==> config.mk <==
export PLATFORM = sky130hd
export DESIGN_NAME = snn_spike_rate_decoder
export DESIGN_NICKNAME = d
export VERILOG_FILES = /design/src/rtl/snn_spike_rate_decoder_pkg.sv /design/src/rtl/snn_spike_rate_decoder_argmax_scan.sv /design/src/rtl/snn_spike_rate_decoder.sv
export SDC_FILE = /design/constraint.sdc
export NUM_CORES = 1
export LEC_CHECK = 0
export ABC_AREA = 0
export ABC_CLOCK_PERIOD_IN_PS = 4000
export BUFFER_PORTS_ARGS = -buffer_cell sky130_fd_sc_hd__buf_2
export CORE_UTILIZATION = 45
export DETAILED_ROUTE_END_ITERATION = 8
export SLEW_MARGIN = 25
export SYNTH_ARGS = -nofsm -noshare
export SYNTH_HDL_FRONTEND = slang
export SYNTH_SLANG_ARGS = --single-unit
==> constraint.sdc <==
create_clock -name clk -period 4 [get_ports clk]
set_input_delay 0 -clock clk [delete_from_list [all_inputs] [get_ports clk]]
set_output_delay 0 -clock clk [all_outputs]
set_load 0.05 [all_outputs]
==> src/rtl/snn_spike_rate_decoder_pkg.sv <==
// Shared types and constants for the SNN output spike-rate decoder.
package snn_decode_pkg;

  typedef enum logic [1:0] {
    IDLE,
    SCAN,
    SEND
  } state_t;

  localparam logic [7:0] NO_WINNER  = 8'hFF;
  localparam int         COUNT_BITS = 8;

  // Winner byte followed by one count byte per neuron
  function automatic int frame_len(input int neurons);
    return neurons + 1;
  endfunction

endpackage

==> src/rtl/snn_spike_rate_decoder_argmax_scan.sv <==
// Sequential argmax over a snapshot, one count per step.
// Only a strictly greater count takes the lead, so the lowest index wins ties.
module argmax_scan
  import snn_decode_pkg::*;
#(
  parameter int NEURONS  = 8,
  parameter int IDX_BITS = 3
) (
  input  logic                  clk,
  input  logic                  rst_n,
  input  logic                  start,
  input  logic                  step,
  input  logic [COUNT_BITS-1:0] cnt_in,
  input  logic [IDX_BITS-1:0]   idx,
  output logic [7:0]            best_idx,
  output logic                  done
);

  logic [COUNT_BITS-1:0] best_cnt;

  always_ff @(posedge clk or negedge rst_n) begin
    if (!rst_n) begin
      best_cnt <= '0;
      best_idx <= '0;
    end else if (start) begin
      best_cnt <= '0;
      best_idx <= NO_WINNER;
    end else if (step && (cnt_in > best_cnt)) begin
      best_cnt <= cnt_in;
      best_idx <= 8'(idx);
    end
  end

  assign done = step && (idx == IDX_BITS'(NEURONS - 1));

endmodule

==> src/rtl/snn_spike_rate_decoder.sv <==
// Counts output-layer spikes per window, then streams winner + per-neuron counts
// to the host over an 8-bit valid/ack byte port.
module snn_spike_rate_decoder
  import snn_decode_pkg::*;
#(
  parameter int NEURONS     = 8,
  parameter int WINDOW_BITS = 8
) (
  input  logic                   clk,
  input  logic                   rst_n,
  input  logic                   enable,
  input  logic [NEURONS-1:0]     spikes,
  input  logic [WINDOW_BITS-1:0] window_len,
  output logic [7:0]             out_data,
  output logic                   out_valid,
  input  logic                   out_ack,
  output logic                   out_last,
  input  logic                   overrun_clr,
  output logic                   overrun,
  output logic                   busy
);

  localparam int IDX_BITS = (NEURONS > 1) ? $clog2(NEURONS) : 1;
  localparam int PTR_BITS = $clog2(NEURONS + 1);
  localparam logic [PTR_BITS-1:0] LAST_PTR = PTR_BITS'(frame_len(NEURONS) - 1);

  state_t state, state_next;

  logic [COUNT_BITS-1:0]  acc      [NEURONS];
  logic [COUNT_BITS-1:0]  snap     [NEURONS];
  logic [COUNT_BITS-1:0]  sum      [NEURONS];
  logic [COUNT_BITS:0]    sum_wide [NEURONS];
  logic [WINDOW_BITS-1:0] tstep;
  logic [WINDOW_BITS-1:0] last_step;
  logic [IDX_BITS-1:0]    scan_idx;
  logic [PTR_BITS-1:0]    byte_ptr;
  logic [COUNT_BITS-1:0]  scan_cnt;
  logic [7:0]             best_idx;
  logic                   scan_done;
  logic                   win_close;
  logic                   last_accept;
  logic                   capture;

  // Saturating per-neuron sum for the current step; also what a snapshot captures
  always_comb begin
    for (int i = 0; i < NEURONS; i++) begin
      sum_wide[i] = {1'b0, acc[i]} + {{COUNT_BITS{1'b0}}, spikes[i]};
      sum[i]      = sum_wide[i][COUNT_BITS] ? {COUNT_BITS{1'b1}} : sum_wide[i][COUNT_BITS-1:0];
    end
  end

  assign last_step   = (window_len == '0) ? '0 : window_len - 1'b1;
  assign win_close   = enable && (tstep >= last_step);
  assign last_accept = (state == SEND) && out_ack && (byte_ptr == LAST_PTR);
  assign capture     = win_close && ((state == IDLE) || last_accept);

  always_ff @(posedge clk or negedge rst_n) begin
    if (!rst_n) begin
      tstep <= '0;
      for (int i = 0; i < NEURONS; i++) begin
        acc[i]  <= '0;
        snap[i] <= '0;
      end
    end else begin
      if (enable) begin
        tstep <= win_close ? '0 : tstep + 1'b1;
        for (int i = 0; i < NEURONS; i++) begin
          acc[i] <= win_close ? '0 : sum[i];
        end
      end
      if (capture) begin
        for (int i = 0; i < NEURONS; i++) begin
          snap[i] <= sum[i];
        end
      end
    end
  end

  // A window closing while a frame is still in flight loses its snapshot
  always_ff @(posedge clk or negedge rst_n) begin
    if (!rst_n) begin
      overrun <= 1'b0;
    end else if (win_close && !capture) begin
      overrun <= 1'b1;
    end else if (overrun_clr) begin
      overrun <= 1'b0;
    end
  end

  always_comb begin
    scan_cnt = '0;
    for (int k = 0; k < NEURONS; k++) begin
      if (scan_idx == IDX_BITS'(k)) begin
        scan_cnt = snap[k];
      end
    end
  end

  argmax_scan #(
    .NEURONS  (NEURONS),
    .IDX_BITS (IDX_BITS)
  ) u_argmax (
    .clk      (clk),
    .rst_n    (rst_n),
    .start    (capture),
    .step     (state == SCAN),
    .cnt_in   (scan_cnt),
    .idx      (scan_idx),
    .best_idx (best_idx),
    .done     (scan_done)
  );

  always_ff @(posedge clk or negedge rst_n) begin
    if (!rst_n) begin
      state <= IDLE;
    end else begin
      state <= state_next;
    end
  end

  always_comb begin
    state_next = state;
    case (state)
      IDLE: if (capture) state_next = SCAN;
      SCAN: if (scan_done) state_next = SEND;
      SEND: if (last_accept) state_next = capture ? SCAN : IDLE;
      default: state_next = IDLE;
    endcase
  end

  always_ff @(posedge clk or negedge rst_n) begin
    if (!rst_n) begin
      scan_idx <= '0;
      byte_ptr <= '0;
    end else begin
      if (capture) begin
        scan_idx <= '0;
      end else if ((state == SCAN) && !scan_done) begin
        scan_idx <= scan_idx + 1'b1;
      end
      if ((state == SCAN) && scan_done) begin
        byte_ptr <= '0;
      end else if (last_accept) begin
        byte_ptr <= '0;
      end else if ((state == SEND) && out_ack) begin
        byte_ptr <= byte_ptr + 1'b1;
      end
    end
  end

  always_comb begin
    out_data  = '0;
    out_valid = 1'b0;
    out_last  = 1'b0;
    if (state == SEND) begin
      out_valid = 1'b1;
      out_last  = (byte_ptr == LAST_PTR);
      if (byte_ptr == '0) begin
        out_data = best_idx;
      end else begin
        for (int k = 0; k < NEURONS; k++) begin
          if (byte_ptr == PTR_BITS'(k + 1)) begin
            out_data = snap[k];
          end
        end
      end
    end
  end

  assign busy = (state != IDLE);

endmodule
After elaboration in Yosys (flattened, before gate mapping) --
Index checks and enable logic that the tools add are counted.
Storage, ports and cells: register bits after elaboration 162, input bits 21, output and inout bits 12, word-level logic and storage cells 133
Cells by class: add/subtract/negate cells 12, $lt $le $gt $ge 2, equality and inequality tests 20, multiplexer cells 54, reductions and logical operators 22
Operator list (count):
- $mux 8 | 40
- $add 8x1->9 | 8
- $eq 4x3->1 const B | 4
- $eq 3x3->1 const B | 4
- $mux 4 | 3
- $logic_and 1x1->1 | 9
- $add 8x1->8 const B | 1
- $eq 4x2->1 const B | 2
- $ge 8x8->1 | 1
- $gt 8x8->1 | 1
- $logic_not 8->1 | 1
- $reduce_bool 2->1 | 4
- $sub 8x1->8 const B | 1
- $eq 3x2->1 const B | 2
- $mux 2 | 3
- $mux 3 | 2
- $ne 2x2->1 const B | 3
- $pmux 2 s3 | 1
- $mux 1 | 5
- $add 4x1->4 const B | 1
- $eq 4x1->1 const B | 1
- $eq 4x4->1 const B | 1
- $logic_not 4->1 | 1
- $add 3x1->3 const B | 1
- 9 further kinds | 10

Depth between registers and ports, before layout --
depth in word-level cells 13, depth in mapped cells 17, mapped depth without buffers 13

By module --
Synthesis repeated with hierarchy kept, for this count alone.
Second synthesis, totals: cell total of the unflattened synthesis 1134, area total of the unflattened synthesis 10044.6 µm²
Modules (own cells, without submodules):
- snn_spike_rate_decoder | instances 1, cells an instance 1051, area an instance 9225.1 µm², seq. area each 3653.5 µm²
- argmax_scan | instances 1, cells an instance 83, area an instance 819.5 µm², seq. area each 300.3 µm²

Worst setup path before layout --
OpenSTA, ideal clock, no wires.
path kind reg-to-output, from reg byte_ptr[0], to out out_data[0], arrival 3.796 ns, required time 4.000 ns, slack 0.204 ns, cell stages (with the launch flop) 9, path buffers 2, cells stage by stage dfrtp_1 > inv_1 > ha_1 > clkbuf_1 > buf_2 > nor3b_1 > a31oi_1 > a21oi_1 > a2111oi_0
On the way: word-level cells in the longest chain between the ends 11, elaborated cells between the ends (all ways) 19, those cells by class eq/ne: 8; mux: 10; reduce/logical: 1
RTL lines:
- start: declaration | RTL line snn_spike_rate_decoder.sv:36 | logic [PTR_BITS-1:0] byte_ptr;
- start signal: assignment | RTL line snn_spike_rate_decoder.sv:146 | byte_ptr <= byte_ptr + 1'b1;
- $eq 4x1->1 | RTL line snn_spike_rate_decoder.sv:162 | if (byte_ptr == PTR_BITS'(k + 1)) begin
- $mux 8 (8 in series) | RTL line snn_spike_rate_decoder.sv:162
- $mux 8 * | RTL line snn_spike_rate_decoder.sv:158 | if (byte_ptr == '0) begin
- $mux 8 * | RTL line snn_spike_rate_decoder.sv:155 | if (state == SEND) begin
- end: declaration | RTL line snn_spike_rate_decoder.sv:14 | output logic [7:0] out_data,
Mark *: on every way between the ends. The rest lies on a longest branch, timed or not.

Worst setup path in the final report --
from reg scan_idx[0], to reg u_argmax.best_idx[0]
On the way: word-level cells in the longest chain between the ends 12, elaborated cells between the ends (all ways) 21, those cells by class order compare: 1; eq/ne: 7; mux: 10; reduce/logical: 3
RTL lines:
- start: declaration | RTL line snn_spike_rate_decoder.sv:35 | logic [IDX_BITS-1:0] scan_idx;
- start signal: assignment | RTL line snn_spike_rate_decoder.sv:139 | scan_idx <= scan_idx + 1'b1;
- $logic_not 3->1 | RTL line snn_spike_rate_decoder.sv:93 | if (scan_idx == IDX_BITS'(k)) begin
- $mux 8 (8 in series) | RTL line snn_spike_rate_decoder.sv:93
- $gt 8x8->1 | RTL line snn_spike_rate_decoder_argmax_scan.sv:28 | end else if (step && (cnt_in > best_cnt)) begin
- $logic_and 1x1->1 | RTL line snn_spike_rate_decoder_argmax_scan.sv:28
- $reduce_bool 2->1 (no line)
- end signal: assignment | RTL line snn_spike_rate_decoder_argmax_scan.sv:30 | best_idx <= 8'(idx);
- end: declaration | RTL line snn_spike_rate_decoder_argmax_scan.sv:15 | output logic [7:0] best_idx,
Several ways; a longest one is shown, not always the timed one. The select of a mux whose other input is x is not followed. A chain may end at the register's enable or synchronous reset.

==> results.yml <==
power:
  p_leak_nw: 4.995
  p_seq_share_pct: 32.6
  power_density_nw_per_um2: 674.4
  vdd_drop_max_mv: 0.3126
  switchingPower_mw: 3.065
  switching_share_pct: 41.55
  clockPowerShare_pct: 23.9
  combPwrFrac_pct: 43.6
  p_int_mw: 4.313
floorplan:
  dieArea_um2: 22440
  rows: 53
  fp.dieH_um: 149.8
  start_util_pct: 46.33
  die_w_um: 149.8
  core_area_um2: 21220
  ios: 33
timing:
  finalCriticalPeriod_ps: 3787
  setup_viol: 0
  period_share_pct: 94.67
  finalSetupTns_ps: 0
  rsz0062_at_grt: "false"
  worst_pin_slew_ps: 984.1
  fmax_mhz: 264.1
  slew_headroom_pct: 34.40
  final_critical_path_setup_slack_ps: 213.4
  maxSlewViolCount: 0
  hold_violations: 0
  skew_ps: 12.26
setup_path:
  worst-r2r-cell-count: 13
  path_cells: "inv_1 > ha_1 > nand3b_1 > a221o_2 > a221o_1 > o211a_1 > inv_1 > ha_1 > nand4_1 > or3_1 > a32oi_1 > buf_12 > mux2_2"
  crit_slowest_cell: "ha_1"
  critPathKind: "flip-flop to flip-flop"
  start_kind: "flip-flop"
  worst_ep_required_time_ps: 4320
  cp_slowest_stage_delay_ps: 560
  r2r_end: "u_argmax.best_idx[0]$_DFFE_PN0P_"
  reg2reg_slack_ps: 210
  cp-end-kind: "flip-flop"
  worstPathArrival_ps: 4110
  crit_fanout: 17
  r2r-start: "scan_idx[0]$_DFFE_PN0P_"
flow_run:
  maxCapViolations: 0
cells_and_area:
  final_nets: 1240
  antenna_cells: 0
  syn_to_final_growth_pct: 11.26
  fin_area_um2: 10940
  final_cells: 1463
  fillCellCount: 2068
  layout-drive-gt1-share_pct: 10.02
global_route:
  grt_pass1_vias: 7771
  overflow: 0
  grt_first_pass_wirelength_um: 42730
  grt_max_degree: 96
  antenna_found_initial: 0
  grt_use_total_pct: 24.51
routing:
  viasPerCell: 5.835
  ant_nets: 0
  drt_iter0_drc: 720
  route.vias.total: 8536
  wl_per_cell_um: 18.02
  firstDrtPassIters: 5
  drc_errors: 0
  drt-total-wl_um: 26360
clock_tree:
  path_clk_slew_ps: 70
  clock_sinks: 158
  clockBufferDepth: 2
  htreeDepth: 4
  cts_buffers: 17
  cts_root_buffer: "clkbuf_16"
  clk_latency_ps: 440
  tritoncts: "done"
  postCtsSetupRepairBufs: 0
synthesis:
  synth_edf_count: 0
  syn_inst: 1167
  ys_ff_latch: 158
  syn_area_um2: 9832
  synth_cell_type_count: 63
  ys.flop_type: "dfrtp_1"
  ys_seq_area_share_pct: 40.21
  syn_avg_cell_area_um2: 8.425
  syn_nets: 1232
  synth_async_sr_flop_share_pct: 100.0
  yosysWarnings: 0
placement:
  place.gp.congestion: 0.9295
  numPortBuffers: 32
  post-place-ws_ps: 214.8
  dp_hpwl_um: 18250
  place_inst: 1422
  place_area_um2: 10220
min_path:
  hold_class: "primary input to flip-flop"
  whs_path_depth: 4
  hold_path_startpoint: "spikes[4]"
  holdPathEnd: "snap[24]$_DFFE_PN0P_"
outcome:
  status: "complete, no violations"
## cell type report
| cell class | instances | area [um^2] | area share [%] |
|---|---|---|---|
| clock buffer | 17 | 425.4 | 3.889 |
| clock inverter | 15 | 200.2 | 1.830 |
| inverter | 74 | 277.8 | 2.539 |
| multi-input combinational | 858 | 5254 | 48.03 |
| sequential | 158 | 3954 | 36.14 |
| tap | 275 | 344.1 | 3.145 |
| timing repair buffer | 66 | 484.2 | 4.426 |
## cell families after synthesis
logic type / count (synthesis) / synth area share, %
AO/OA/AOI/OAI: 429 / 26.11
XOR/XNOR: 24 / 2.138
adder cells (fa/ha/maj): 44 / 5.599
buffers and inverters: 151 / 6.401
flip-flops: 158 / 40.21
multiplexers: 24 / 2.558
AND/OR/NAND/NOR: 337 / 16.98
## power groups by stage
stage          combinational, mW  sequential, mW  clock (mW)
2_1_floorplan               2.35            2.28           0
3_3_place_gp                3.13            2.41           0
3_5_place_dp                3.17            2.41           0
4_1_cts                     3.20            2.39        1.79
5_1_grt                     3.55            2.45        1.86
6_report                    3.21            2.40        1.76
## cell usage after synthesis, types with 13 or more instances
library cell / number / area, um^2
xor2_1: 13 / 113.9
nor2_1: 68 / 255.2
nand2_1: 106 / 397.9
nand3b_1: 14 / 105.1
buf_2: 17 / 85.08
ha_1: 44 / 550.5
mux2i_1: 18 / 180.2
and3_1: 23 / 143.9
o21ai_0: 165 / 825.8
o22ai_1: 25 / 156.4
clkbuf_1: 50 / 187.7
dfrtp_1: 158 / 3954
inv_1: 73 / 274.0
nand3_1: 45 / 225.2
a21oi_1: 132 / 660.6
a221o_1: 18 / 180.2
## how the worst max path moves through the flow
stage                             from                                to  slack (ps)  depth (start not counted)
2_1_floorplan  byte_ptr[0]$_DFFE_PN0P_                       out_data[0]         200                          8
3_3_place_gp   scan_idx[1]$_DFFE_PN0P_  u_argmax.best_idx[1]$_DFFE_PN0P_         290                         14
3_5_place_dp   scan_idx[1]$_DFFE_PN0P_  u_argmax.best_idx[0]$_DFFE_PN0P_         210                         14
4_1_cts        scan_idx[1]$_DFFE_PN0P_  u_argmax.best_idx[0]$_DFFE_PN0P_         160                         14
5_1_grt        scan_idx[0]$_DFFE_PN0P_  u_argmax.best_idx[0]$_DFFE_PN0P_          70                         13
6_report       scan_idx[0]$_DFFE_PN0P_  u_argmax.best_idx[0]$_DFFE_PN0P_         210                         13
## critical path: cells and delay by family (launching register included)
| family | cells | cell delay, ps |
|---|---|---|
| multiplexers | 1 | 330 |
| buffers and inverters | 3 | 360 |
| AO/OA/AOI/OAI | 4 | 1180 |
| adder cells (fa/ha/maj) | 2 | 690 |
| AND/OR/NAND/NOR | 3 | 670 |
| flip-flops | 1 | 450 |
## state kept, by name, indices dropped and copies added (netlist names), 2 cells and up
name / count
acc: 64
byte_ptr: 4
scan_idx: 3
snap: 64
state: 2
tstep: 8
u_argmax.best_cnt: 8
u_argmax.best_idx: 4
## metrics by stage
step | hold WS [ps] | total power [mW] | util (%)
2_1_floorplan | -295.6 | 4.635 | -
3_3_place_gp | 160.5 | 5.535 | 48.17
3_5_place_dp | 164.9 | 5.585 | 48.17
4_1_cts | 12.73 | 7.384 | 51.54
5_1_grt | 73.55 | 7.860 | 51.55
6_report | 23.27 | 7.378 | 51.55
## placed cells by master (no fill, tap or decap), drive strengths merged, types with 23 or more instances in the layout
| master | instances |
|---|---|
| a21oi | 132 |
| nand3 | 47 |
| nand2 | 106 |
| dfrtp | 158 |
| ha | 44 |
| buf | 57 |
| o21ai | 170 |
| nor2 | 69 |
| inv | 82 |
| o22ai | 25 |
| and3 | 23 |
## what timing repair did
| action | CTS | global route |
|---|---|---|
| hold endpoints to repair | 108 | 0 |
| hold buffers | 9 | 0 |
| endpoints found under the setup margin | 0 | 3 |
| resized for setup | 0 | 1 |
## layer usage
metal	routed length, um	share of wire [%]	track usage, %
met1	12820	49	36.11
met5	0	0	0
met3	1529	5.8	5.000
met4	469	1.8	7.323
met2	11540	44	35.86
Power figures use the tool's default switching activity.
